--- config.mk ---
export PLATFORM = sky130hd
export DESIGN_NAME = ship_hit_ctl
export DESIGN_NICKNAME = d
export VERILOG_FILES = /design/src/rtl/game_pkg.sv /design/src/rtl/ship_box_hit.sv /design/src/rtl/ship_hit_ctl.sv
export SDC_FILE = /design/constraint.sdc
export NUM_CORES = 1
export LEC_CHECK = 0
export BUFFER_PORTS_ARGS = -buffer_cell sky130_fd_sc_hd__buf_2
export CAP_MARGIN = 25
export CELL_PAD_IN_SITES_DETAIL_PLACEMENT = 1
export CELL_PAD_IN_SITES_GLOBAL_PLACEMENT = 1
export CORE_MARGIN = 3
export CORE_UTILIZATION = 30
export CTS_CLUSTER_SIZE = 30
export DETAILED_ROUTE_END_ITERATION = 8
export HOLD_SLACK_MARGIN = 0.06
export PLACE_DENSITY = 0.71
export SYNTH_ARGS = -nofsm -noshare
export SYNTH_HDL_FRONTEND = slang
export SYNTH_SLANG_ARGS = --single-unit
--- constraint.sdc ---
create_clock -name pclk -period 2.15 [get_ports pclk]
set_input_delay 0.1075 -clock pclk [delete_from_list [all_inputs] [get_ports pclk]]
set_output_delay 0.1075 -clock pclk [all_outputs]
set_load 0.05 [all_outputs]
--- src/rtl/game_pkg.sv ---
// Constants and encodings shared by the ship collision controller and the ship drawing stage.
package game_pkg;

  localparam int HALF_WIDTH_SHIP = 25;
  localparam int HEIGHT_SHIP     = 50;
  localparam int SCREEN_WIDTH    = 1024;

  typedef enum logic [1:0] {
    ST_ALIVE = 2'd0,
    ST_INVUL = 2'd1,
    ST_DEAD  = 2'd2
  } ship_state_t;

endpackage

--- src/rtl/ship_box_hit.sv ---
// Combinational box test of one enemy missile against the player ship outline.
module ship_box_hit #(
  parameter int HALF_WIDTH = 25,
  parameter int HEIGHT     = 50
) (
  input  logic        missile_active,
  input  logic [10:0] xpos_missile,
  input  logic [10:0] ypos_missile,
  input  logic [10:0] xpos_ship,
  input  logic [10:0] ypos_ship,
  output logic        hit
);

  logic [11:0] x_lo;
  logic [11:0] x_hi;
  logic [11:0] y_hi;
  logic [11:0] x_m;
  logic [11:0] y_m;

  // Left edge clamps at 0 so a ship near the left border cannot wrap the box.
  assign x_lo = (xpos_ship < 11'(HALF_WIDTH)) ? 12'd0 : ({1'b0, xpos_ship} - 12'(HALF_WIDTH));
  assign x_hi = {1'b0, xpos_ship} + 12'(HALF_WIDTH);
  assign y_hi = {1'b0, ypos_ship} + 12'(HEIGHT);
  assign x_m  = {1'b0, xpos_missile};
  assign y_m  = {1'b0, ypos_missile};

  assign hit = missile_active
             && (x_m >= x_lo) && (x_m <= x_hi)
             && (y_m >= {1'b0, ypos_ship}) && (y_m <= y_hi);

endmodule

--- src/rtl/ship_hit_ctl.sv ---
// Enemy-missile vs player-ship collision, life counter, invulnerability blink and game-over.
//   state    | meaning
//   ST_ALIVE | vulnerable, ship drawn, hits cost a life
//   ST_INVUL | post-hit grace period, hits ignored, ship blinks
//   ST_DEAD  | no lives left, ship hidden, waits for restart
module ship_hit_ctl
  import game_pkg::*;
#(
  parameter int LIVES           = 3,
  parameter int HALF_WIDTH_SHIP = game_pkg::HALF_WIDTH_SHIP,
  parameter int HEIGHT_SHIP     = game_pkg::HEIGHT_SHIP,
  parameter int INVUL_FRAMES    = 120,
  parameter int BLINK_FRAMES    = 8
) (
  input  logic        pclk,
  input  logic        rst,
  input  logic        frame_tick,
  input  logic        restart,
  input  logic        level_change,
  input  logic [10:0] xpos_ship,
  input  logic [10:0] ypos_ship,
  input  logic [10:0] xpos_missile_1,
  input  logic [10:0] ypos_missile_1,
  input  logic        missile_1_active,
  input  logic [10:0] xpos_missile_2,
  input  logic [10:0] ypos_missile_2,
  input  logic        missile_2_active,
  output logic        ship_on,
  output logic [2:0]  lives,
  output logic        hit_pulse,
  output logic        game_over
);

  localparam logic [2:0] LIVES_INIT = 3'(LIVES);
  localparam logic [7:0] INVUL_INIT = 8'(INVUL_FRAMES);
  localparam logic [7:0] BLINK_TC   = 8'(BLINK_FRAMES);

  logic        hit_1;
  logic        hit_2;
  logic        hit;
  ship_state_t state;
  logic [7:0]  invul_cnt;
  logic [7:0]  blink_cnt;

  ship_box_hit #(.HALF_WIDTH(HALF_WIDTH_SHIP), .HEIGHT(HEIGHT_SHIP)) u_box_1 (
    .missile_active (missile_1_active),
    .xpos_missile   (xpos_missile_1),
    .ypos_missile   (ypos_missile_1),
    .xpos_ship      (xpos_ship),
    .ypos_ship      (ypos_ship),
    .hit            (hit_1)
  );

  ship_box_hit #(.HALF_WIDTH(HALF_WIDTH_SHIP), .HEIGHT(HEIGHT_SHIP)) u_box_2 (
    .missile_active (missile_2_active),
    .xpos_missile   (xpos_missile_2),
    .ypos_missile   (ypos_missile_2),
    .xpos_ship      (xpos_ship),
    .ypos_ship      (ypos_ship),
    .hit            (hit_2)
  );

  // Simultaneous hits from both missiles count as a single hit.
  assign hit = hit_1 | hit_2;

  always_ff @(posedge pclk or negedge rst) begin
    if (!rst) begin
      state     <= ST_ALIVE;
      lives     <= LIVES_INIT;
      ship_on   <= 1'b1;
      game_over <= 1'b0;
      hit_pulse <= 1'b0;
      invul_cnt <= 8'd0;
      blink_cnt <= 8'd0;
    end else begin
      hit_pulse <= 1'b0;
      if (restart) begin
        state     <= ST_ALIVE;
        lives     <= LIVES_INIT;
        ship_on   <= 1'b1;
        game_over <= 1'b0;
        invul_cnt <= 8'd0;
        blink_cnt <= 8'd0;
      end else begin
        case (state)
          ST_ALIVE: begin
            if (!level_change && hit) begin
              hit_pulse <= 1'b1;
              if (lives == 3'd1) begin
                lives     <= 3'd0;
                ship_on   <= 1'b0;
                game_over <= 1'b1;
                state     <= ST_DEAD;
              end else begin
                lives     <= lives - 3'd1;
                invul_cnt <= INVUL_INIT;
                blink_cnt <= 8'd0;
                ship_on   <= 1'b0;
                state     <= ST_INVUL;
              end
            end
          end
          ST_INVUL: begin
            if (level_change) begin
              state     <= ST_ALIVE;
              ship_on   <= 1'b1;
              invul_cnt <= 8'd0;
              blink_cnt <= 8'd0;
            end else if (frame_tick) begin
              if (invul_cnt == 8'd1) begin
                state     <= ST_ALIVE;
                ship_on   <= 1'b1;
                invul_cnt <= 8'd0;
                blink_cnt <= 8'd0;
              end else begin
                invul_cnt <= invul_cnt - 8'd1;
                if (blink_cnt + 8'd1 == BLINK_TC) begin
                  ship_on   <= ~ship_on;
                  blink_cnt <= 8'd0;
                end else begin
                  blink_cnt <= blink_cnt + 8'd1;
                end
              end
            end
          end
          ST_DEAD: begin
            ship_on   <= 1'b0;
            game_over <= 1'b1;
          end
          default: state <= ST_ALIVE;
        endcase
      end
    end
  end

endmodule
==> flow_summary.toml <==
[outcome]
status = "finished, violations left"
violations = "negative setup slack"

[route]
drt_first_pass_iters = 4
finalWirelength_microns = 15000
num_vias = 4562
drc = 0
drt_iter0_drc = 174
postRouteAntennaNets = 0
wire_per_inst_microns = 17.3
viasPerCell = 5.26

[yosys]
yosys_register_bits = 24
synth_commonest_cells = "ha_1 (97), nand2_1 (52), a21oi_1 (40)"
syn_inst = 507
yosysTopAreaCellShare_pct = 30.3
yosys_warnings = 0
synthArstFlopShare_pct = 100
synth_top_area_cell = "ha_1"
netlist_top_cells_area = "ha_1 (30%), dfrtp_1 (13%), a21oi_1 (5.0%)"
syn-cell-area_sq_um = 4010
syn_area_per_cell_sq_um = 7.91
yosysSeqAreaShare_pct = 15.1
synth_cell_types = 56
synth_flop_cell = "dfrtp_1"
synth_edf_count = 0
syn_nets = 677
synth.most_common_cell = "ha_1"

[critical_path]
cp.arrival_ns = 3.13
crit_fanout = 8
criticalPathCategory = "primary input to register"
cp.required_ns = 2.31
crit_slowest_cell = "o311a_4"
cp-start-kind = "primary input"
setup.worst_path.end_class = "register"
r2r_slack_ns = 0.02
r2r_cells = 9
slowest_delay_ns = 0.39
path_cells = "buf_12, o311a_4, buf_4, o31ai_1, o2bb2ai_1, ha_1, and4_1, o2111ai_1, a21oi_2, nand4_4, a41o_4, or2_4, o41ai_2"

[floorplanning]
start_util_pct = 31.3
io_pins = 79
num_rows = 41
coreArea_sq_um = 12800
fp.dieH_microns = 122
fp.dieW_microns = 122
fp.dieArea_sq_um = 14800

[timing]
skew_ns = 0.00188
drv_slew = 0
finalSetupViolCount = 24
fin_ws_ns = -0.823
holdWs_ns = 0.202
rsz0062_at_grt = "yes"
max_slew.worst_pin.slew_ns = 0.622
finalCriticalPeriod_ns = 2.97
setup_tns_ns = -17.26
finalCritPeriodShare_pct = 138
fmax_ghz = 0.336
hold_violations = 0
relSlewSlack_pct = 58.2

[clocking]
cts.sinks = 24
clock_latency_ns = 0.26
h-tree-depth = 1
path_clk_slew_ns = 0.07
clockBufferDepth = 2
numCtsBuffers = 3
tritoncts = "yes"
clockRootBuffer = "clkbuf_16"

[placement]
io_buffer_count = 78
gp_congestion = 0.907
dp_hpwl_microns = 12000
place_inst = 852
placed_area_sq_um = 5460
pre_cts_ws_ns = -1.28

[final_layout]
n_antenna_cell = 0
final_core_util_pct = 47.6
stdcell_area_sq_um = 6110
drive_gt1_share_pct = 41.4
syn2layout_area_growth_pct = 52.2
final_nets = 866
fin_cells = 867

[worst_hold_path]
hold_depth = 2
hold_class = "primary input to register"

[grt]
grt_pass1_vias = 4881
grt_pass1_wl_microns = 23400
overflow = 0
grt_max_degree = 25
grt_util_all_layers_pct = 19.1
antenna_found_initial = 0

[power_and_ir_drop]
power_density_nw_per_um2 = 361
ir_worst_vdd_mv = 0.286
power_leakage_nw = 2.96
power.total_mw = 2.20

[job]
maxCapViolations = 0
## worst paths after layout
check	startpoint	endpoint
worst max-delay path	xpos_ship[0]	blink_cnt[5]
worst min-delay path	restart	state[0]
worst max register to register	blink_cnt[1]	ship_on
worst min register to register	invul_cnt[7]	invul_cnt[7]
max in group asynchronous	rst	blink_cnt[2]
min in group asynchronous	rst	blink_cnt[1]
## routing by layer
metal / global-route usage [%] / part of all wire, % / vias up
li1: - / - / 2248
met1: 24.6 / 44 / 2209
met2: 35.1 / 52 / 82
met3: 0.882 / 2.3 / 23
met4: 4.55 / 2.2 / 0
met5: 0 / 0 / -
## cells in the final DEF (no fill, tap or decap), types with 5 or more instances in the layout
cell	count
a211o_1	6
inv_1	29
a21o_1	5
nor2b_1	8
a211oi_1	5
nand2b_1	8
nand2_2	6
o211ai_1	6
nor3_1	5
a21oi_1	31
o21ai_2	9
ha_1	90
nand2_1	44
nand3_1	15
buf_4	117
ha_4	6
o31ai_1	8
a21oi_2	6
buf_2	73
dfrtp_1	21
nor2_1	33
xnor2_1	13
nand4_1	12
o21ai_1	9
o21ai_0	19
## critical path, delay by kind of cell
kind                     cells  cell delay (ns)
AO/OA/AOI/OAI                7             1.87
adder cells (fa/ha/maj)      1             0.19
buffers and inverters        2             0.25
AND/OR/NAND/NOR              3             0.70
## what timing repair did
item / in CTS / in global routing
cloned: 0 / 0
endpoints found under the setup margin: 24 / 24
resized for setup: 55 / 52
pin swaps: 37 / 25
setup buffers: 7 / 3
hold buffers: 1 / 0
endpoints found under the hold margin: 21 / 0
## sequential cells by signal, indices dropped and copies added, names as in the netlist
register / flops
ship_on: 1
invul_cnt: 8
game_over: 1
state: 2
hit_pulse: 1
lives: 3
blink_cnt: 8
## power by group
part | internal [mW] | switching, mW | total, mW
combinational | 0.604 | 0.648 | 1.25
clock | 0.285 | 0.170 | 0.455
sequential | 0.477 | 0.0206 | 0.497
total | 1.37 | 0.839 | 2.20
## logic make-up after synthesis
logic type	share of synthesized area [%]
flip-flops	15.1
XOR/XNOR	5.24
adder cells (fa/ha/maj)	30.3
buffers and inverters	4.71
multiplexers	1.28
AO/OA/AOI/OAI	22.7
AND/OR/NAND/NOR	20.7
## cell type report
type	count	area (sq um)
Timing Repair Buffer	199	1360
Fill cell	1577	6720
Sequential cell	24	604
Multi-Input combinational cell	437	3730
Tap cell	172	215
Inverter	31	116
Clock buffer	4	88.8
Note: power is estimated with default switching activity, not from simulation.
